File: config.mk
export PLATFORM = sky130hd
export DESIGN_NAME = f_d_queue_flat
export DESIGN_NICKNAME = d
export VERILOG_FILES = /design/src/rtl/f_d_queue_if.sv /design/src/rtl/f_d_queue.sv /design/src/flat_wrapper.sv
export SDC_FILE = /design/constraint.sdc
export NUM_CORES = 1
export LEC_CHECK = 0
export ABC_AREA = 0
export BUFFER_PORTS_ARGS = -buffer_cell sky130_fd_sc_hd__buf_2
export CORE_ASPECT_RATIO = 1.1
export CORE_MARGIN = 2
export CORE_UTILIZATION = 55
export DETAILED_ROUTE_END_ITERATION = 16
export PLACE_DENSITY = 0.74
export SLEW_MARGIN = 0
export SYNTH_ARGS = -nofsm -noshare
export SYNTH_HDL_FRONTEND = slang
export SYNTH_SLANG_ARGS = --single-unit
File: constraint.sdc
create_clock -name clk -period 24 [get_ports clk]
set_input_delay 2.4 -clock clk [delete_from_list [all_inputs] [get_ports clk]]
set_output_delay 2.4 -clock clk [all_outputs]
set_load 0.005 [all_outputs]
File: src/rtl/f_d_queue_if.sv
// Fetch-to-decode bundle type and the valid/ready handshake interface that carries it.
package f_d_pkg;
  typedef struct packed {
    logic        taken;
    logic [31:0] target;
  } predict_info_t;

  typedef struct packed {
    logic [1:0]          mask;
    logic [31:0]         pc;
    logic [1:0][31:0]    insts;
    predict_info_t [1:0] predict_infos;
  } f_d_pkg_t;
endpackage

interface handshake_if;
  logic               valid;
  logic               ready;
  f_d_pkg::f_d_pkg_t  data;

  modport receiver (input valid, input data, output ready);
  modport sender   (output valid, output data, input ready);
endinterface

File: src/rtl/f_d_queue.sv
// Fetch/decode decoupling queue: circular buffer of fetch bundles with flush and
// drop of empty-mask bundles; output is taken only from registered storage.
module f_d_queue #(
  parameter int unsigned DEPTH = 8
) (
  input  logic                   clk,
  input  logic                   rst,
  input  logic                   flush,
  handshake_if.receiver          receiver,
  handshake_if.sender            sender,
  output logic [$clog2(DEPTH):0] count_o
);
  localparam int unsigned PW = $clog2(DEPTH);
  localparam int unsigned CW = PW + 1;

  f_d_pkg::f_d_pkg_t mem_q [DEPTH];
  logic [PW-1:0]     wr_ptr_q, wr_ptr_d;
  logic [PW-1:0]     rd_ptr_q, rd_ptr_d;
  logic [CW-1:0]     count_q, count_d;
  logic              push, store, pop;

  // Handshake flags depend only on registered count and flush.
  assign receiver.ready = (count_q != CW'(DEPTH)) & ~flush;
  assign sender.valid   = (count_q != '0) & ~flush;
  assign sender.data    = mem_q[rd_ptr_q];
  assign count_o        = count_q;

  always_comb begin
    push     = receiver.valid & receiver.ready;
    store    = push & (receiver.data.mask != 2'b00);
    pop      = sender.valid & sender.ready;
    wr_ptr_d = wr_ptr_q;
    rd_ptr_d = rd_ptr_q;
    count_d  = count_q;
    if (flush) begin
      wr_ptr_d = '0;
      rd_ptr_d = '0;
      count_d  = '0;
    end else begin
      if (store) wr_ptr_d = wr_ptr_q + PW'(1);
      if (pop)   rd_ptr_d = rd_ptr_q + PW'(1);
      count_d = count_q + CW'(store) - CW'(pop);
    end
  end

  always_ff @(posedge clk) begin
    if (rst) begin
      wr_ptr_q <= '0;
      rd_ptr_q <= '0;
      count_q  <= '0;
    end else begin
      wr_ptr_q <= wr_ptr_d;
      rd_ptr_q <= rd_ptr_d;
      count_q  <= count_d;
    end
  end

  // Storage carries no reset value; a write during reset is harmless since pointers clear.
  always_ff @(posedge clk) begin
    if (store) mem_q[wr_ptr_q] <= receiver.data;
  end
endmodule

File: src/flat_wrapper.sv
// flat-port wrapper written by rule: the top's interface ports become plain ports
module f_d_queue_flat 
#(
  parameter int unsigned DEPTH = 8
)
  (clk, rst, flush, count_o, receiver_valid, receiver_data, receiver_ready, sender_valid, sender_data, sender_ready);
  handshake_if receiver_i ();
  handshake_if sender_i ();
  input  logic clk;
  input  logic rst;
  input  logic flush;
  output logic [$clog2(DEPTH):0] count_o;
  input wire logic [$bits(receiver_i.valid)-1:0] receiver_valid;
  input wire logic [$bits(receiver_i.data)-1:0] receiver_data;
  output wire logic [$bits(receiver_i.ready)-1:0] receiver_ready;
  output wire logic [$bits(sender_i.valid)-1:0] sender_valid;
  output wire logic [$bits(sender_i.data)-1:0] sender_data;
  input wire logic [$bits(sender_i.ready)-1:0] sender_ready;
  assign receiver_i.valid = receiver_valid;
  assign receiver_i.data = receiver_data;
  assign receiver_ready = receiver_i.ready;
  assign sender_valid = sender_i.valid;
  assign sender_data = sender_i.data;
  assign sender_i.ready = sender_ready;
  f_d_queue #(.DEPTH(DEPTH)) u_core (.clk(clk), .rst(rst), .flush(flush), .receiver(receiver_i), .sender(sender_i), .count_o(count_o));
endmodule
Word level (Yosys, flattened, before mapping)
Memory sizes are Yosys's and may differ from the RTL's. A register that Yosys moved wholly into a read port is not among the register bits.
Index checks and enable logic that the tools add are counted.
{ "word_totals": {"ff_bits": 10, "elab_cells": 22, "mem_count": 1, "mem_bits_rw": 1312, "out_inout_bits": 170, "in_bits": 169} }
{ "mem_list": {"columns": ["memory", "depth", "width", "read_ports", "rd_ports_with_merged_regs", "write_ports", "line_no", "source"], "rows": [
  ["u_core.mem_q", 8, 164, 1, 1, 1, "f_d_queue.sv:16", "f_d_pkg::f_d_pkg_t mem_q [DEPTH];"]
]} }
{ "classes": {"reduce_logical": 3, "bitwise": 6, "n_addsub": 4, "eq_ne": 1, "muxes": 4} }
{ "ops": {"columns": ["cell", "count"], "rows": [
  ["$add 3x1->3 const B", 2],
  ["$mux 3", 2],
  ["$and 1x1->1", 5],
  ["$add 4x1->4", 1],
  ["$ne 4x4->1 const B", 1],
  ["$reduce_bool 4->1", 1],
  ["$sub 4x1->4", 1],
  ["$mux 1", 2],
  ["$reduce_bool 2->1", 1],
  ["$reduce_or 2->1", 1],
  ["$not 1->1", 1]
]} }

Longest topological paths before layout
{ "logic_depth": {"word_depth": 6, "mapped_depth": 9, "depth_no_buf": 9} }

Worst setup path after synthesis
OpenSTA, ideal clock, no wires.
{ "synth_timing": {"kind": "input port to flip-flop", "from": "input port flush", "to": "memory u_core.mem_q[1][0] in the netlist's numbering (enable)", "t_arrival_ns": 19.586, "n_path_buf": 1, "cell_stages": 4, "setup_time_ns": 1.147, "path_slack_ns": 3.267, "required_time_ns": 22.853, "cell_sequence": "clkbuf_1 inv_1 nand3_1 nor4b_1"} }
{ "synth_between": {"elab_chain_cells": 6} }
{ "synth_lines": {"columns": ["element", "line_no", "source"], "rows": [
  ["start: declaration", "flat_wrapper.sv:11", "input logic flush;"],
  ["$not 1->1", "f_d_queue.sv:23", "assign receiver.ready = (count_q != CW'(DEPTH)) & ~flush;"],
  ["$and 1x1->1", "f_d_queue.sv:23", null],
  ["$and 1x1->1", "f_d_queue.sv:29", "push = receiver.valid & receiver.ready;"],
  ["$and 1x1->1", "f_d_queue.sv:30", "store = push & (receiver.data.mask != 2'b00);"],
  ["$mux 1", "f_d_queue.sv:60", "if (store) mem_q[wr_ptr_q] <= receiver.data;"],
  ["$mux 1 (not written as such)", "f_d_queue.sv:60", null],
  ["end: declaration", "f_d_queue.sv:16", null]
]} }
No other way between the ends.

==> impl_results.md <==
- Mapped cell area: 50880 µm²
- Reg2Reg Setup Slack: 20490 ps
- Gpl congestion: 0.7321
- EDFF count, synth: 1312
- Fin util: 63.02%
- CP Capture Type: output port
- Clk pin slew, worst setup/hold paths: 60 ps
- Via count: 22409
- H-tree levels: 4
- Post-synthesis xor/xnor area fraction: 0.01721%
- Total I/O pin count: 339
- Setup violators final: 0
- FP Rows: 117
- Ys flop type: edfxtp_1
- Most numerous cell in the Yosys netlist: edfxtp_1
- Slowest CP cell: buf_4
- Largest net degree at the start of global routing: 97
- CP Data Required Time: 21600 ps
- Max Cap Violations: 0
- Syn_nets: 2157
- Post-synth top area share: 77.43%
- WL/cell: 26.98 µm
- Clock sink total: 1325
- Mux contribution to synthesized area: 19.68%
- Final Skew: 23.39 ps
- GR Layer Usage met2: 35.89%
- Compound-Gate Fraction of Synth Area: 0.2016%
- Area growth syn-to-layout: 14.05%
- Place WS: 17110 ps
- Yosys warnings: 0
- Fraction of layout cells with a size suffix above 1: 34.81%
- Status: completed
- First-pass GRT wire length: 147100 µm
- Leak Pwr: 18.63 nW
- Post-route ant nets: 0
- Later-pin clock latency in the skew report: 720 ps
- Avg Cell Area, Syn: 25.70 µm²
- TritonCTS clock tree: built
- Max IR drop VDD: 0.00007080 V
- Top post-synthesis cells by area: edfxtp_1 77%, mux4_1 10%, mux4_2 5.5%
- Post-layout minimum cycle time: 7553 ps
- Worst-path cell chain: buf_4 > buf_4 > buf_4 > mux4_1 > mux2_2 > buf_2
- Relative slew slack: 26.55%
- Post-synthesis register bit count: 1325
- Congestion Overflow GR: 0
- Die Wd: 294 µm
- Asr flop ratio synth: 0%
- RSZ-0062 raised after global routing: no
- Slowest stage delay, CP: 850 ps
- Final setup margin: 16450 ps
- Overall Global Routing Usage: 21.18%
- Simple-gate share of the synthesized area: 0.4033%
- Actual transition at the worst max-transition pin: 1102 ps
- CP Launch Type: register
- DPL Wire Length: 54030 µm
- HP Class: register to register
- Setup_tns: 0 ps
- Die Area: 94960 µm²
- Die Height: 323 µm
- Via density per instance: 6.040
- Met1 GRT Util: 26.48%
- Slew Viols, Final: 0
- P per Cell Area: 80.84 nW/µm²
- Top post-synthesis cells by count: 1312 x edfxtp_1, 203 x mux4_1, 164 x mux2_2
- Top Usage Layer GRT: met2
- Library cells used by synthesis: 37
- Postcts setup bufs: 0
- Max frequency: 132.4 MHz
- Kind of critical path: register to output port
- Layout Nets: 2583
- CTS buffer count: 133
- Initial antenna violation count: 30
- Cts repair resizes: 0
- Pwr Total: 0.004691 W
- PortBufs: 338
- Syn Inst Count: 1980
- Initial core utilization: 55.26%
- Worst-case clock buffer depth: 3
- Clock root cell: clkbuf_16
- Max FO, Critical Path: 70
- Sequential area share after synthesis: 77.94%
- Met3 global-route usage: 6.081%
- Worst hold slack: 518.9 ps
- Total Routed Length: 100100 µm
- Number of hold buffers added after cts: 0
- Initial DRC Count: 1571
- Vias in the first global route: 23459
- CP dominant cell by count: buf_4
- Final Hold Fails: 0
- Fin crit share: 31.47%
- Yosys top cell by area: edfxtp_1
- Crit path DAT: 5150 ps
- Core Footprint: 92080 µm²
- Synth Area in Adders: 0.2115%
- DR DRC count: 0
- Pre-antenna DRT Iters: 7
- Largest family of logic cells by synthesized area: multiplexers
[layer usage]
metal | share of wire [%] | vias up
li1 | - | 9621
met2 | 51 | 710
met4 | 2.1 | 40
met5 | 0.26 | -
met1 | 39 | 11856
met3 | 7.6 | 182
[area by class of cell]
type	count	area [µm²]
clock inverter	80	858.3
multi-input combinational	555	10490
fill	5961	34050
sequential	1325	39670
tap	1190	1489
inverter	6	22.52
clock buffer	157	3418
timing repair buffer	385	2057
antenna	12	30.03
[cells by family (layout without fill, tap and decap cells)]
group,Yosys count,count (layout)
flops,1325,1325
mux,494,494
buf+inv,100,628
simple gates,35,35
compound gates,17,17
fa+ha+maj,8,8
xor+xnor,1,1
other cells,0,12
[metrics by stage]
stage	area, µm²	cells
after floorplan	50880	1980
after global placement	53730	3461
after detailed placement	53730	3461
after CTS	58000	3698
after global routing	58020	3704
final	58030	3710
[worst max-delay path, delay by kind of cell (launching register included)]
kind	cells	cell delay [ps]
buffers and inverters	4	2640
DFF	1	830
muxes	2	730
[sequential cells by signal, indices dropped and copies added, names as in the netlist, named ones only]
name,flops
u_core.wr_ptr_q,3
u_core.mem_q,1312
u_core.count_o,4
u_core.rd_ptr_q,3
[power breakdown]
| part | total (W) | internal (W) | switching, W |
|---|---|---|---|
| Combinational | 0.000120 | 0.0000516 | 0.0000686 |
| Clock | 0.00201 | 0.00116 | 0.000848 |
| Sequential | 0.00256 | 0.00256 | 0.00000422 |
| Total | 0.00469 | 0.00377 | 0.000921 |
[cell usage in the layout (no fill, tap or decap), drive strengths merged]
cell type  instances
nor4b              4
inv               12
nor4               2
dfxtp             13
or3b               1
o21ai              3
clkinv            55
clkbuf           157
mux2i              2
diode             12
nor2               4
mux2             164
and2               2
or3                4
nand2              7
nor3b              2
ha                 7
o211ai             1
bufinv            12
buf              385
or2                1
a21oi              7
mux4             328
o21a               1
or4                1
nand3b             1
nor3               2
a21o               1
xnor2              1
nand4              2
edfxtp          1312
fa                 1
clkinvlp           7
nand2b             1
nand3              1
o31ai              4
[path summary, 6_finish.rpt]
check / end / cells after the start / from
max: sender_data[15] / 6 / register
min: register / 2 / u_core.rd_ptr_q[2]
max reg2reg: u_core.mem_q[1][89] / 7 / u_core.count_o[2]
min reg2reg: register / 2 / u_core.rd_ptr_q[2]
Note: power is estimated with default switching activity, not from simulation.
